<file path="src/rtl/pipe_stage_reg.sv">
// Elastic inter-stage pipeline register with a 1-entry skid buffer, flush/bubble injection and perf counters.
// Latency: 1 cycle from input accept to output valid when empty; sustains 1 entry/cycle.
// Backpressure: ready is a flop (!skid_valid); a stalled output parks one extra entry in the skid, nothing is dropped.
//
// Ports:
//   clk_i, rst_i (sync, active-high), flush_i
//   in_valid_i / in_ready_o / in_instr_i / in_pc_i / in_data_i / in_ctrl_i      upstream side
//   out_valid_o / out_ready_i / out_instr_o / out_pc_o / out_data_o / out_ctrl_o downstream side
//   stall_cnt_o, flush_cnt_o                                                    saturating perf counters
module pipe_stage_reg #(
  parameter int unsigned DATA_W    = 96,
  parameter int unsigned CTRL_W    = 16,
  parameter int unsigned PC_W      = 32,
  parameter logic [31:0] NOP_INSTR = 32'h0000_0013,
  parameter int unsigned CNT_W     = 16
) (
  input  logic              clk_i,
  input  logic              rst_i,
  input  logic              flush_i,
  input  logic              in_valid_i,
  output logic              in_ready_o,
  input  logic [31:0]       in_instr_i,
  input  logic [PC_W-1:0]   in_pc_i,
  input  logic [DATA_W-1:0] in_data_i,
  input  logic [CTRL_W-1:0] in_ctrl_i,
  output logic              out_valid_o,
  input  logic              out_ready_i,
  output logic [31:0]       out_instr_o,
  output logic [PC_W-1:0]   out_pc_o,
  output logic [DATA_W-1:0] out_data_o,
  output logic [CTRL_W-1:0] out_ctrl_o,
  output logic [CNT_W-1:0]  stall_cnt_o,
  output logic [CNT_W-1:0]  flush_cnt_o
);

  typedef struct packed {
    logic [31:0]       instr;
    logic [PC_W-1:0]   pc;
    logic [DATA_W-1:0] data;
    logic [CTRL_W-1:0] ctrl;
  } ent_t;

  localparam logic [CNT_W-1:0] CNT_MAX = '1;
  localparam logic [CNT_W-1:0] CNT_ONE = CNT_W'(1);

  ent_t             m_q, m_d;
  ent_t             s_q, s_d;
  ent_t             in_ent;
  logic             m_v_q, m_v_d;
  logic             s_v_q, s_v_d;
  logic             in_ready_q, in_ready_d;
  logic [CNT_W-1:0] stall_cnt_q, stall_cnt_d;
  logic [CNT_W-1:0] flush_cnt_q, flush_cnt_d;
  logic             in_fire;
  logic             out_fire;

  always_comb begin
    in_ent      = '{instr: in_instr_i, pc: in_pc_i, data: in_data_i, ctrl: in_ctrl_i};
    in_fire     = in_valid_i & in_ready_q;
    out_fire    = m_v_q & out_ready_i;

    m_d         = m_q;
    s_d         = s_q;
    m_v_d       = m_v_q;
    s_v_d       = s_v_q;
    stall_cnt_d = stall_cnt_q;
    flush_cnt_d = flush_cnt_q;

    if (flush_i) begin
      // Kill everything held and anything offered this cycle.
      m_v_d = 1'b0;
      s_v_d = 1'b0;
    end else if (!m_v_q) begin
      // Skid is never valid while main is empty.
      if (in_fire) begin
        m_d   = in_ent;
        m_v_d = 1'b1;
      end
    end else if (out_fire) begin
      if (s_v_q) begin
        // Skid is older than anything upstream; ready was low so no input here.
        m_d   = s_q;
        s_v_d = 1'b0;
      end else if (in_fire) begin
        m_d   = in_ent;
      end else begin
        m_v_d = 1'b0;
      end
    end else if (in_fire) begin
      // Output stalled but ready was still high: park the entry in the skid.
      s_d   = in_ent;
      s_v_d = 1'b1;
    end

    // Ready is registered so there is no out_ready_i -> in_ready_o path.
    in_ready_d = ~s_v_d;

    if (m_v_q && !out_ready_i && (stall_cnt_q != CNT_MAX))
      stall_cnt_d = stall_cnt_q + CNT_ONE;
    if (flush_i && (m_v_q || s_v_q) && (flush_cnt_q != CNT_MAX))
      flush_cnt_d = flush_cnt_q + CNT_ONE;
  end

  always_ff @(posedge clk_i) begin
    if (rst_i) begin
      m_v_q       <= 1'b0;
      s_v_q       <= 1'b0;
      in_ready_q  <= 1'b1;
      stall_cnt_q <= '0;
      flush_cnt_q <= '0;
    end else begin
      m_v_q       <= m_v_d;
      s_v_q       <= s_v_d;
      in_ready_q  <= in_ready_d;
      stall_cnt_q <= stall_cnt_d;
      flush_cnt_q <= flush_cnt_d;
    end
  end

  // Payload needs no reset: outputs are gated by the valid bit.
  always_ff @(posedge clk_i) begin
    m_q <= m_d;
    s_q <= s_d;
  end

  // Bubbles present a NOP with zeroed control so no write enables leak.
  assign out_valid_o = m_v_q;
  assign out_instr_o = m_v_q ? m_q.instr : NOP_INSTR;
  assign out_pc_o    = m_v_q ? m_q.pc    : '0;
  assign out_data_o  = m_v_q ? m_q.data  : '0;
  assign out_ctrl_o  = m_v_q ? m_q.ctrl  : '0;
  assign in_ready_o  = in_ready_q;
  assign stall_cnt_o = stall_cnt_q;
  assign flush_cnt_o = flush_cnt_q;

endmodule
</file>
<file path="config.mk">
export PLATFORM = sky130hd
export DESIGN_NAME = pipe_stage_reg
export DESIGN_NICKNAME = d
export VERILOG_FILES = /design/src/rtl/pipe_stage_reg.sv
export SDC_FILE = /design/constraint.sdc
export NUM_CORES = 1
export LEC_CHECK = 0
export CORE_MARGIN = 2
export CORE_UTILIZATION = 39
export DETAILED_ROUTE_END_ITERATION = 7
export GPL_TIMING_DRIVEN = 0
export PLACE_DENSITY_LB_ADDON = 0.25
export SLEW_MARGIN = 10
export SYNTH_ARGS = -nofsm -noshare
export SYNTH_HDL_FRONTEND = slang
export SYNTH_SLANG_ARGS = --single-unit
</file>
<file path="constraint.sdc">
create_clock -name clk_i -period 18.78 [get_ports clk_i]
set_input_delay 4.695 -clock clk_i [delete_from_list [all_inputs] [get_ports clk_i]]
set_output_delay 4.695 -clock clk_i [all_outputs]
set_load 0.02 [all_outputs]
</file>
==> impl_metrics.yaml <==
run_status:
  status: "complete, no violations"
drt:
  first_pass_iters: 5
  drtAntennaViolNets: 0
  drt_wl_total_mm: 48.7
  wl_per_cell_um: 20.1
  vias: 12374
  drcViolationCount: 0
  vias_per_cell: 5.10
  drt_iter0_drc: 903
setup_path:
  critPathArrivalTime_ns: 3.33
  worstSetupStartpointType: "flop"
  critPathBufInv: 4
  path_class: "reg2out"
  cp_slowest_cell: "clkbuf_1"
  cpPeakStageDelay_ns: 0.80
  critical_path_required_ns: 14.09
  worstSetupEndpointType: "output port"
  path_delay_family: "buffers and inverters"
  worst_path_most_repeated_cell: "clkbuf_1"
  crit_chain: "buf_2 -> clkbuf_1 -> clkbuf_1 -> and2_1 -> clkdlybuf4s50_1"
  cp_max_fo: 10
pwr:
  power_leakage_uw: 0.00816
  max-vdd-ir-drop_uv: 63.5
  power_uw: 2090
  power_density_mw_per_mm2: 88.7
die:
  coreArea_mm2: 0.0431
  start_util_pct: 39.5
  die_area_mm2: 0.0453
  fp.dieH_um: 213
  die_w_um: 213
  num_rows: 76
  ios: 391
clock_network:
  tritoncts: "built"
  clkLatencyLatePin_ns: 0.57
  cts_buffer_depth: 3
  cts_hold_buf: 0
  ctsRootBufferMaster: "clkbuf_16"
  clkTransAtPathRegs_ns: 0.06
  clock_sinks: 387
  post-cts-setup-buffers: 0
  cts_resized: 0
  cts_buffers: 45
  htreeDepth: 2
placement:
  postPlaceCellArea_mm2: 0.0220
  gp_congestion: 0.832
  io_buffers: 389
  hpwl_mm: 34.2
timing:
  finalSetupTns_ns: 0
  rsz0062_at_grt: "false"
  slew_violations: 0
  maxSlewHeadroom_pct: 30.7
  fin_skew_ns: 0.0170
  post-route-min-period_ns: 8.02
  timing.fmax_mhz: 125
  worst_pin_slew_ns: 1.04
  final_hold_viol_count: 0
  fin_crit_sh_pct: 42.7
  setup_violations: 0
yosys:
  synth_compound_area_share_pct: 7.09
  synth_mux_area_share_pct: 10.5
  synth_edf_count: 352
  synth.net_count: 1519
  syn_avg_cell_area_um2: 12.7
  synthCells: 1336
  synth.cell_area_mm2: 0.0170
  synth_top_family_by_area: "simple AND/OR/NAND/NOR gates"
  ys_warn_count: 0
  synthDistinctLibCells: 42
  yosys.area.top_type_share_pct: 62.2
  yosysSeqAreaShare_pct: 66.3
  async_flop_share_pct: 0
  yosys.area_share.xor_xnor_pct: 0.206
  yosysTopAreaCell: "edfxtp_1"
  synth_area_leaders: "edfxtp_1, mux2i_1, and2_1"
  synth_ff_type: "edfxtp_1"
  synth_adder_area_share_pct: 0.147
  synth-seq-cells: 387
  yosys.area_share.simple_pct: 13.6
finish:
  fill_cells: 3661
  design_area_mm2: 0.0235
  final_nets: 1983
  areaGrowthSynthToFinish_pct: 38.5
  final_layout_size_suffix_gt1_share_pct: 5.99
global_routing:
  grt_pass1_vias: 12601
  grt_overflow: 0
  grt_max_degree: 26
  grt_usage_pct: 21.2
  grt_first_pass_wirelength_mm: 73.7
  antenna_found_initial: 8
flow_run:
  cap_violations: 0
min_path:
  hp-class: "reg2reg"
## through the flow
stage / instances / worst slack (ns) / utilization [%] / hold slack (ns)
after floorplan: 1336 / 0.580 / - / 0.496
after global placement: 2310 / -9.09 / 50.2 / 0.473
after detailed placement: 2338 / 10.16 / 51.1 / 0.497
after CTS: 2420 / 10.66 / 54.6 / 0.512
after global routing: 2423 / 10.55 / 54.6 / 0.524
final: 2426 / 10.76 / 54.6 / 0.507
## final timing paths
path / from / to / slack [ns] / cells past startpoint
max reg2reg: in_ready_o$_SDFF_PP1_ / s_q[73]$_DFFE_PP_ / 15.11 / 9
max: out_valid_o$_SDFF_PP0_ / out_data_o[9] / 10.76 / 5
min: flush_cnt_o[15]$_SDFFE_PP0P_ / flush_cnt_o[15]$_SDFFE_PP0P_ / 0.51 / 2
min reg2reg: flush_cnt_o[15]$_SDFFE_PP0P_ / flush_cnt_o[15]$_SDFFE_PP0P_ / 0.51 / 2
## power by group
group          internal [uW]  switching [uW]  leakage [uW]
Combinational           93.7            88.5       0.00383
Sequential               983            16.2       0.00358
Clock                    545             360      0.000749
## cells in the final DEF (no fill, tap or decap), types with 12 or more instances in the layout
master / netlist / layout
clkdlybuf4s50_1: 0 / 389
edfxtp_1: 352 / 352
nand2_1: 188 / 188
o21ai_0: 188 / 188
mux2i_1: 178 / 178
and2_1: 174 / 174
clkbuf_1: 61 / 70
clkbuf_16: 0 / 50
dfxtp_1: 35 / 35
a21oi_1: 21 / 21
buf_1: 18 / 18
nor2_1: 15 / 14
nand3_1: 12 / 12
buf_4: 1 / 12
or3_1: 12 / 12
## synthesized netlist by cell type (3+ instances only)
library cell / instances
or4_1: 7
nor3_1: 6
mux2i_1: 178
inv_1: 5
nor2_1: 15
and3_1: 4
nand2_1: 188
and4_1: 3
xor2_1: 4
nand4_1: 5
o21ai_0: 188
or3_1: 12
buf_2: 5
clkbuf_1: 61
nand3_1: 12
dfxtp_1: 35
o31ai_1: 8
nor4_1: 4
a21oi_1: 21
buf_1: 18
and2_1: 174
edfxtp_1: 352
nand2b_1: 6
## layout make-up
class                      count  area (um^2)  share of cell area, %
antenna                        6         15.0                 0.0638
sequential                   387        11300                   47.9
timing repair buffer         417         4260                   18.1
multi-input combinational    859         5390                   22.9
inverter                       5         18.8                 0.0797
tap                          585          732                   3.11
clock inverter                21          210                  0.893
clock buffer                  61         1310                   5.58
buffer                        85          329                   1.40
## logic make-up (layout without fill, tap and decap cells)
group	count (synthesis)	in the layout
buffers and inverters	90	589
other	0	6
AOI/OAI and AO/OA	228	228
xor gates and xnor gates	4	4
and+or+nand+nor	446	446
adders and majority gates	2	2
muxes	179	179
DFF	387	387
## worst min-delay path, stage by stage (launching register included)
cell and delay [ns]:
dfxtp_1 0.33, o41ai_1 0.07, a21oi_1 0.06
## layer usage
metal | up-vias | GRT usage [%] | wire [um]
met2 | 378 | 33.8 | 23100
met4 | 6 | 6.63 | 1070
li1 | 5823 | - | -
met3 | 69 | 5.37 | 3440
met1 | 6098 | 28.4 | 21100
met5 | - | 0 | 36
## sequential cells by signal, indices dropped and copies added, names as in the netlist
name         count
out_valid_o      1
m_q            176
in_ready_o       1
s_v_q            1
flush_cnt_o     16
stall_cnt_o     16
s_q            176
Power figures use the tool's default switching activity.
